===== src/rtl/qspi_flash_rd_seq.sv =====
// Quad-SPI flash read sequencer: issues one Fast Read Quad I/O (0xEB) transaction
// per accepted request and returns a little-endian 32-bit word with a valid pulse.
module qspi_flash_rd_seq #(
    parameter int DUMMY_CYC = 4,
    parameter int CS_IDLE   = 2
) (
    input  logic        HCLK,
    input  logic        HRESETn,
    input  logic        req_i,
    input  logic [23:0] addr_i,
    output logic        ready_o,
    output logic        rvalid_o,
    output logic [31:0] rdata_o,
    output logic        fsclk,
    output logic        fcen,
    output logic [3:0]  fdo,
    output logic        fdoe,
    input  logic [3:0]  fdi
);

    localparam logic [7:0] CMD_QIO    = 8'hEB;
    localparam logic [3:0] DUMMY_LAST = 4'(DUMMY_CYC - 1);
    localparam logic [3:0] CS_LAST    = 4'(CS_IDLE - 1);

    typedef enum logic [2:0] {
        S_IDLE, S_START, S_CMD, S_ADDR, S_MODE, S_DUMMY, S_DATA, S_DONE
    } state_t;

    state_t      state, state_d;
    logic [3:0]  cnt, cnt_d;
    logic        phase, phase_d;
    logic [23:0] addr_q;
    logic [27:0] shift_q;

    logic        accept;
    logic        data_end;
    logic        fcen_d, fsclk_d, fdoe_d, ready_d;
    logic [3:0]  fdo_d;

    function automatic logic [3:0] last_sck(input state_t s);
        case (s)
            S_CMD:   return 4'd7;
            S_ADDR:  return 4'd5;
            S_MODE:  return 4'd1;
            S_DUMMY: return DUMMY_LAST;
            default: return 4'd7;
        endcase
    endfunction

    function automatic logic [3:0] addr_nibble(input logic [23:0] a, input logic [3:0] idx);
        case (idx)
            4'd0:    return a[23:20];
            4'd1:    return a[19:16];
            4'd2:    return a[15:12];
            4'd3:    return a[11:8];
            4'd4:    return a[7:4];
            default: return a[3:0];
        endcase
    endfunction

    // Nibbles arrive byte-serial, high nibble first; first byte lands in the low lane.
    function automatic logic [31:0] le_word(input logic [31:0] s);
        return {s[7:0], s[15:8], s[23:16], s[31:24]};
    endfunction

    assign accept   = req_i & ready_o;
    assign data_end = (state == S_DATA) & phase & (cnt == 4'd7);

    always_ff @(posedge HCLK or negedge HRESETn) begin
        if (!HRESETn) begin
            state <= S_IDLE;
            cnt   <= 4'd0;
            phase <= 1'b0;
        end else begin
            state <= state_d;
            cnt   <= cnt_d;
            phase <= phase_d;
        end
    end

    always_comb begin
        state_d = state;
        cnt_d   = cnt;
        phase_d = phase;
        case (state)
            S_IDLE: begin
                if (accept) state_d = S_START;
            end
            S_START: begin
                state_d = S_CMD;
                cnt_d   = 4'd0;
                phase_d = 1'b0;
            end
            S_DONE: begin
                if (cnt == CS_LAST) state_d = S_IDLE;
                else                cnt_d   = cnt + 4'd1;
            end
            default: begin
                if (!phase) begin
                    phase_d = 1'b1;
                end else begin
                    phase_d = 1'b0;
                    if (cnt == last_sck(state)) begin
                        cnt_d = 4'd0;
                        case (state)
                            S_CMD:   state_d = S_ADDR;
                            S_ADDR:  state_d = S_MODE;
                            S_MODE:  state_d = S_DUMMY;
                            S_DUMMY: state_d = S_DATA;
                            default: begin
                                // The edge that ends the last SCK already counts as one CS-idle cycle.
                                state_d = (CS_IDLE == 1) ? S_IDLE : S_DONE;
                                cnt_d   = 4'd1;
                            end
                        endcase
                    end else begin
                        cnt_d = cnt + 4'd1;
                    end
                end
            end
        endcase
    end

    // Pin values are decoded from the next state so every output is a plain flop.
    always_comb begin
        fcen_d  = !(state_d inside {S_CMD, S_ADDR, S_MODE, S_DUMMY, S_DATA});
        fsclk_d = !fcen_d & phase_d;
        fdoe_d  = state_d inside {S_CMD, S_ADDR, S_MODE};
        ready_d = (state_d == S_IDLE);
        fdo_d   = 4'h0;
        case (state_d)
            S_CMD:   fdo_d = {3'b110, CMD_QIO[3'd7 - cnt_d[2:0]]};
            S_ADDR:  fdo_d = addr_nibble(addr_q, cnt_d);
            default: fdo_d = 4'h0;
        endcase
    end

    always_ff @(posedge HCLK or negedge HRESETn) begin
        if (!HRESETn) begin
            fcen     <= 1'b1;
            fsclk    <= 1'b0;
            fdoe     <= 1'b0;
            fdo      <= 4'h0;
            ready_o  <= 1'b0;
            rvalid_o <= 1'b0;
            rdata_o  <= 32'h0;
        end else begin
            fcen     <= fcen_d;
            fsclk    <= fsclk_d;
            fdoe     <= fdoe_d;
            fdo      <= fdo_d;
            ready_o  <= ready_d;
            rvalid_o <= data_end;
            if (data_end) rdata_o <= le_word({shift_q, fdi});
        end
    end

    always_ff @(posedge HCLK) begin
        if (state == S_IDLE && accept) addr_q <= addr_i;
        if (state == S_DATA && phase)  shift_q <= {shift_q[23:0], fdi};
    end

endmodule


===== config.mk =====
export PLATFORM = sky130hd
export DESIGN_NAME = qspi_flash_rd_seq
export DESIGN_NICKNAME = d
export VERILOG_FILES = /design/src/rtl/qspi_flash_rd_seq.sv
export SDC_FILE = /design/constraint.sdc
export NUM_CORES = 1
export LEC_CHECK = 0
export CAP_MARGIN = 10
export CORE_MARGIN = 3
export CORE_UTILIZATION = 47
export DETAILED_ROUTE_END_ITERATION = 10
export PLACE_DENSITY = 0.75
export SLEW_MARGIN = 20
export SYNTH_ARGS = -nofsm -noshare
export SYNTH_HDL_FRONTEND = slang
export SYNTH_SLANG_ARGS = --single-unit

===== constraint.sdc =====
create_clock -name HCLK -period 2.85 [get_ports HCLK]
set_input_delay 0.7125 -clock HCLK [delete_from_list [all_inputs] [get_ports HCLK]]
set_output_delay 0.7125 -clock HCLK [all_outputs]
set_load 0.02 [all_outputs]

==> metrics.md, run 1 <==
| Metric | Value |
|---|---|
| H-tree levels | `3` |
| Die boundary height | `101 microns` |
| Top-Level Pins | `72` |
| Crit-path max FO | `7` |
| Achievable Freq | `363 MHz` |
| Power density cells | `1170 nW/um^2` |
| Total grt overflow | `0` |
| Starting density of the core | `49.7%` |
| Final setup fails | `0` |
| Sequential fraction of the synthesis area | `66.3%` |
| Total GRT Usage | `17.7%` |
| Critical path cell sequence | `buf_4, ha_1, xnor2_2, nor3b_4, and2b_4, a21oi_2, a221oi_4, inv_4, buf_4, a31oi_1, nand3_1, a21oi_2, a2111oi_2` |
| Number of placement rows | `33` |
| Remaining routing DRC violations | `0` |
| Routed Wire Length | `8540 microns` |
| Share of async-settable or async-resettable flops after synthesis | `48.5%` |
| Share of the synthesized area in the top cell type | `37.1%` |
| Post-synthesis cell count | `296` |
| Total Die Area | `10100 sq um` |
| Max stage delay on crit path | `0.40 ns` |
| Slew of the pin with the lowest slew margin | `0.880 ns` |
| Syn Area/Cell | `14.2 sq um` |
| Critical path startpoint category | `flop` |
| Number of antenna repair diodes | `0` |
| Worst slew slack as a fraction of its limit | `41.3%` |
| Clock latency reported for the late side of the worst-skew pair | `0.36 ns` |
| Prevailing post-synth register cell | `edfxtp_1` |
| Average via count per standard cell | `5.38` |
| Number of filler cells placed in the layout | `610` |
| Skew final | `0.0105 ns` |
| Fin nets | `441` |
| Wire length of the first global-routing pass | `14000 microns` |
| Clock tree from TritonCTS | `built` |
| Post-synth top area cell | `edfxtp_1` |
| Final Hold Vio Count | `0` |
| Required time worst endpoint | `3.09 ns` |
| Setup crit start | `state[2]$_DFF_PN0_` |
| Horizontal die dimension | `101 microns` |
| Routed Antenna Nets | `0` |
| Share of the clock period used by the worst path after layout | `96.6%` |
| RSZ-0062 raised after global routing | `yes` |
| Routed vias | `2776` |
| Cell types with the largest area share after synthesis | `edfxtp_1, dfrtp_1, mux2_2, nand2_1, nor2_1` |
| Maximum vdd ir drop | `0.611 mV` |
| Flops & latches, synth | `101` |
| Number of antenna violations at the first check in global routing | `0` |
| Number of port buffers | `71` |
| Clock tree root buffer cell | `clkbuf_8` |
| Clock-pin slew on the worst setup and hold paths | `0.10 ns` |
| Pin count of the biggest net entering global routing | `39` |
| Total clock buffers created by CTS | `9` |
| Core box area | `8460 sq um` |
| Post-Synthesis Net Count | `331` |
| Number of DRC violations after detailed-routing iteration 0 | `163` |
| CP endpoint kind | `flop` |
| Count of clock tree sinks | `101` |
| Placer congestion estimate | `0.838` |
| R2r startpoint | `state[2]$_DFF_PN0_` |
| Launch point of the worst hold path | `shift_q[3]$_DFFE_PP_` |
| Post-CTS Hold Buffers | `0` |
| Crit path kind | `reg2reg` |
| Area growth from synthesis to final layout | `32.1%` |
| Shortest period the worst path allows | `2.75 ns` |
| Number of warnings printed during yosys synthesis | `0` |
| Number of synthesized flops with an enable pin | `52` |
| Non-filler cells in the finished layout | `516` |
| Cells after DPL | `498` |
| Dominant delay contributor by cell family on the critical path | `compound AO/OA/AOI/OAI gates` |
| Leakage power summed over all cells | `0.00222 uW` |
| Buffer depth of the longest clock path | `2` |
| Distinct cell type count after synthesis | `58` |
| Synth Cell Area | `4200 sq um` |
| Hold WC Path Type | `reg2reg` |
| Estimated wirelength of the detail-placed design | `6040 microns` |
| Fraction of layout instances using a drive strength above 1 | `29.2%` |
| Via count of the first global-routing pass | `2778` |
| Max-cap check violation count | `0` |
| Buffer and inverter count on the worst path | `3` |
| Pre-Repair DR Iteration Count | `5` |
| Routed WL per cell | `16.5 microns` |
| Sum Neg Setup Slack | `0 ns` |
| Number of max-slew violations in the final report | `0` |
| Data arrival time of the worst path | `2.99 ns` |
| Run status | `finished clean` |
| Critical path's slowest cell | `dfrtp_1` |
## synthesized netlist by cell type (all sizes together), types with 6 or more instances
cell,instances
dfrtp,48
mux2,32
buf,8
nand2,20
nand3,6
edfxtp,52
a21oi,14
inv,8
o21ai,12
nor2,19
## metal layers
layer,vias to the layer above,track usage [%],part of all wire [%],routed length [microns]
met5,-,0,0,0
met4,0,4.46,1.4,117
met3,9,4.15,4.7,400
met2,67,29.9,51,4350
met1,1381,23.3,43,3670
li1,1319,-,-,-
## cell type report
cell class | count | area (sq um) | share of cell area, %
tap | 105 | 131 | 2.37
inverter | 8 | 32.5 | 0.586
timing repair buffer | 111 | 1010 | 18.2
clock buffer | 9 | 124 | 2.23
multi-input combinational | 175 | 1390 | 25.1
sequential | 101 | 2790 | 50.2
clock inverter | 7 | 72.6 | 1.31
## registers in the layout, indices dropped and copies added (netlist names)
signal,cells
ready_o,1
phase,1
rvalid_o,1
fdo,4
fcen,1
shift_q,28
addr_q,24
rdata_o,32
fdoe,1
cnt,4
state,3
fsclk,1
## metrics by stage
stage	utilization (%)	instance area (sq um)	worst slack (ns)	hold slack (ns)	power (uW)
2_1_floorplan	-	4210	-0.00301	0.417	4130
3_3_place_gp	62.4	5280	0.108	0.424	5440
3_5_place_dp	62.4	5280	0.0391	0.432	5500
4_1_cts	64.7	5480	0.0635	0.454	6390
5_1_grt	65.6	5550	-0.0134	0.463	6960
6_report	65.6	5550	0.0979	0.452	6520
## timing repair
item	CTS	global route
setup buffers	0	2
setup endpoints to repair	0	5
gates resized for setup	0	12
## where the power goes
group          total [uW]  switching (uW)  internal, uW  leakage [uW]
clock network         871             531           340     0.0000949
logic                3450            1860          1600       0.00101
registers            2190             221          1970       0.00112
total                6520            2610          3910       0.00222
## cell usage in the layout, fill, tap and decap left out, drive strengths merged, types with 2 or more instances in the layout
master,n
nand2b,4
and3,3
buf,41
a21boi,2
clkinv,4
nor3,4
nand2,20
inv,10
ha,4
mux2,32
a221oi,4
a21oi,14
nand3,6
nor2,19
or3,3
a21o,2
nor3b,2
a31oi,2
xor2,2
edfxtp,52
o31ai,4
o22ai,4
clkbuf,9
a2111oi,3
mux2i,3
nor2b,3
o21ai,12
dfrtp,48
and2,2
clkdlybuf4s50,70
a22oi,4
## final timing paths
kind                       cells after the start                      end  slack, ns
max in group asynchronous                      2  rdata_o[30]$_DFFE_PN0P_       1.75
hold / removal                                 0     shift_q[7]$_DFFE_PP_       0.45
setup reg to reg                              13         fdo[0]$_DFF_PN0_        0.1
hold reg to reg                                0     shift_q[7]$_DFFE_PP_       0.45
min in group asynchronous                      1       rvalid_o$_DFF_PN0_       0.46
setup / recovery                              13         fdo[0]$_DFF_PN0_        0.1
## cells by family after synthesis
| group | after synthesis | synth area share [%] |
|---|---|---|
| flops | 101 | 66.3 |
| simple gates | 71 | 8.75 |
| compound gates | 62 | 11.6 |
| mux | 35 | 9.29 |
| buf+inv | 20 | 2.20 |
| fa+ha+maj | 4 | 1.19 |
| xor+xnor | 3 | 0.625 |
Note: power is estimated with default switching activity, not from simulation.
==> run 2: changes to the inputs <==
CORE_UTILIZATION = 28   (was 47)
CTS_BUF_LIST = sky130_fd_sc_hd__clkbuf_8 sky130_fd_sc_hd__clkbuf_16   (was unset)
PLACE_DENSITY = 0.49   (was 0.75)
==> run 2 against run 1 <==
Effect of this change:
- fmax grew 3.0%
- die area grew 63%
- hold slack lost 0.0071 ns
- sequential share of layout area shrank 1.2 points
- cell count grew 15%
- non-clock buffer count shrank 4
- utilization shrank 27 points
- clock skew shrank 0.0048 ns
- combinational power shrank 1%
- routed wire length grew 6.0%
- final area grew 2.6%
- total power grew 3.1%
==> metrics.md, run 2 (same netlist as run 1, synthesis figures left out) <==
| Metric | Value |
|---|---|
| CP endpoint kind | `flop` |
| Estimated wirelength of the detail-placed design | `6360 microns` |
| Cells after DPL | `572` |
| Hold WC Path Type | `reg2reg` |
| Register with the most flip-flops | `rdata_o` |
| Critical path startpoint category | `flop` |
| Skew final | `0.00561 ns` |
| Worst Setup Slack, final | `0.178 ns` |
| Critical path cell sequence | `buf_4, and2_1, or3_1, o211ai_4, a21oi_4, a21boi_2, buf_4, mux2i_1, o21ai_0, a221oi_1, nor2_1` |
| Pre-CTS worst setup slack | `-0.0253 ns` |
| Fin nets | `437` |
| Run status | `finished clean` |
| Power density cells | `1180 nW/um^2` |
| Buffer depth of the longest clock path | `2` |
| Count of clock tree sinks | `101` |
| Number of filler cells placed in the layout | `1404` |
| H-tree levels | `3` |
| Dominant delay contributor by cell family on the critical path | `compound AO/OA/AOI/OAI gates` |
| Shortest period the worst path allows | `2.67 ns` |
| Horizontal die dimension | `129 microns` |
| Depth of the most critical reg-to-reg path | `11` |
| Non-filler cells in the finished layout | `591` |
| Slew of the pin with the lowest slew margin | `0.647 ns` |
| Worst R2R Setup Slack | `0.18 ns` |
| Total GRT Usage | `11.4%` |
| Max stage delay on crit path | `0.38 ns` |
| Cell occurring most often along the worst timing path | `buf_4` |
| Max-cap check violation count | `0` |
| Die boundary height | `129 microns` |
| Average via count per standard cell | `4.69` |
| Pre-Repair DR Iteration Count | `4` |
| Core box area | `14600 sq um` |
| Leakage power summed over all cells | `0.00224 uW` |
| Number of antenna violations at the first check in global routing | `0` |
| Achievable Freq | `374 MHz` |
| Final setup fails | `0` |
| Hold Path Cell Cnt | `0` |
| Fraction of layout instances using a drive strength above 1 | `27.5%` |
| Area growth from synthesis to final layout | `35.5%` |
| Met1 wire length | `4270 microns` |
| Total Die Area | `16500 sq um` |
| Routed vias | `2769` |
| Number of port buffers | `71` |
| Storage cell area | `2790 sq um` |
| Total clock buffers created by CTS | `9` |
| Clock tree root buffer cell | `clkbuf_16` |
| Highest-count cells in the layout ignoring fill and taps | `clkdlybuf4s50_1, edfxtp_1, dfrtp_1, buf_4, mux2_2` |
| Buffer and inverter count on the worst path | `2` |
| Largest registers in the final layout | `rdata_o: 32 flops, shift_q: 28 flops, addr_q: 24 flops` |
| Routed Antenna Nets | `0` |
| Clock-pin slew on the worst setup and hold paths | `0.07 ns` |
| Wire length of the first global-routing pass | `14600 microns` |
| Critical path's slowest cell | `dfrtp_1` |
| R2r startpoint | `state[1]$_DFF_PN0_` |
| Placer congestion estimate | `0.808` |
| Final Hold Vio Count | `0` |
| Required time worst endpoint | `3.07 ns` |
| Number of antenna repair diodes | `0` |
| Total grt overflow | `0` |
| Worst hold-check slack | `0.445 ns` |
| Hold endpoint | `shift_q[5]$_DFFE_PP_` |
| Starting density of the core | `28.8%` |
| Number of max-slew violations in the final report | `0` |
| Max Used Layer | `met4` |
| Crit Reg-Reg Endpoint | `fdo[1]$_DFF_PN0_` |
| Routed Wire Length | `9050 microns` |
| Clock latency reported for the late side of the worst-skew pair | `0.34 ns` |
| Routed WL per cell | `15.3 microns` |
| Crit path kind | `reg2reg` |
| Number of DRC violations after detailed-routing iteration 0 | `154` |
| Top-Level Pins | `72` |
| RSZ-0062 raised after global routing | `no` |
| Remaining routing DRC violations | `0` |
| Pin count of the biggest net entering global routing | `50` |
| Number of placement rows | `44` |
| Worst slew slack as a fraction of its limit | `56.8%` |
| Clock tree from TritonCTS | `built` |
| Total met3 wirelength after detailed routing | `390 microns` |
| Flip-flop count of the largest register, all copies and words added | `32` |
| Crit-path max FO | `14` |
| Via count of the first global-routing pass | `2820` |
| Share of the clock period used by the worst path after layout | `93.8%` |
| Most common cell after layout, fill and taps aside | `clkdlybuf4s50_1` |
| Launch point of the worst hold path | `shift_q[1]$_DFFE_PP_` |
| Sum of met2 wire segment lengths after detailed routing | `4290 microns` |
| Maximum vdd ir drop | `0.415 mV` |
| Area of combinational cells with multiple inputs | `1370 sq um` |
| Data arrival time of the worst path | `2.89 ns` |
==> run 2: cell types whose count changed in the layout (fill, tap and decap cells not counted), sizes merged <==
cell	previous run	this run
buf	41	37
inv	10	12
clkinvlp	1	0
clkinv	4	3
==> run 2: how the worst max path moves through the flow <==
| stage | end | start | slack [ns] | cells after the start |
|---|---|---|---|---|
| finish | fdo[1]$_DFF_PN0_ | state[1]$_DFF_PN0_ | 0.18 | 11 |
| detailed placement | fdo[0]$_DFF_PN0_ | req_i | -0.03 | 10 |
| CTS | fdo[2]$_DFF_PN0_ | state[2]$_DFF_PN0_ | 0.08 | 10 |
| floorplan | fdo[0]$_DFF_PN0_ | state[1]$_DFF_PN0_ | -0.003 | 12 |
| global route | fdo[0]$_DFF_PN0_ | state[1]$_DFF_PN0_ | 0.02 | 12 |
| global placement | fdo[0]$_DFF_PN0_ | req_i | 0.04 | 10 |
==> run 2: what timing repair did <==
action	in CTS	in global routing
hold buffers	0	0
setup buffers	0	3
resized for setup	0	12
endpoints found under the setup margin	0	6
==> run 2: layout make-up <==
cell class	count	area share, %
clock buffer	9	3.95
clock inverter	7	0.747
inverter	8	0.571
multi-input combinational	175	24.1
sequential	101	49.0
tap	184	4.04
timing repair buffer	107	17.6
==> run 2: routing by layer <==
layer,GRT usage (%),up-vias
li1,-,1318
met5,0,-
met4,4.51,0
met3,2.86,11
met1,15.4,1377
met2,17.7,63
==> run 2: stage by stage <==
stage | instance area [sq um] | total power (uW) | setup TNS, ns | utilization (%)
finish | 5700 | 6720 | 0 | 39.0
global route | 5700 | 7200 | 0 | 39.0
CTS | 5630 | 6670 | 0 | 38.6
detailed placement | 5370 | 5540 | -0.0253 | 36.8
global placement | 5370 | 5500 | 0 | 36.8
floorplan | 4210 | 4130 | -0.00301 | -
==> run 2: power breakdown <==
group          switching (uW)  internal (uW)
Combinational            1830           1580
Clock                     527            589
Sequential                219           1980
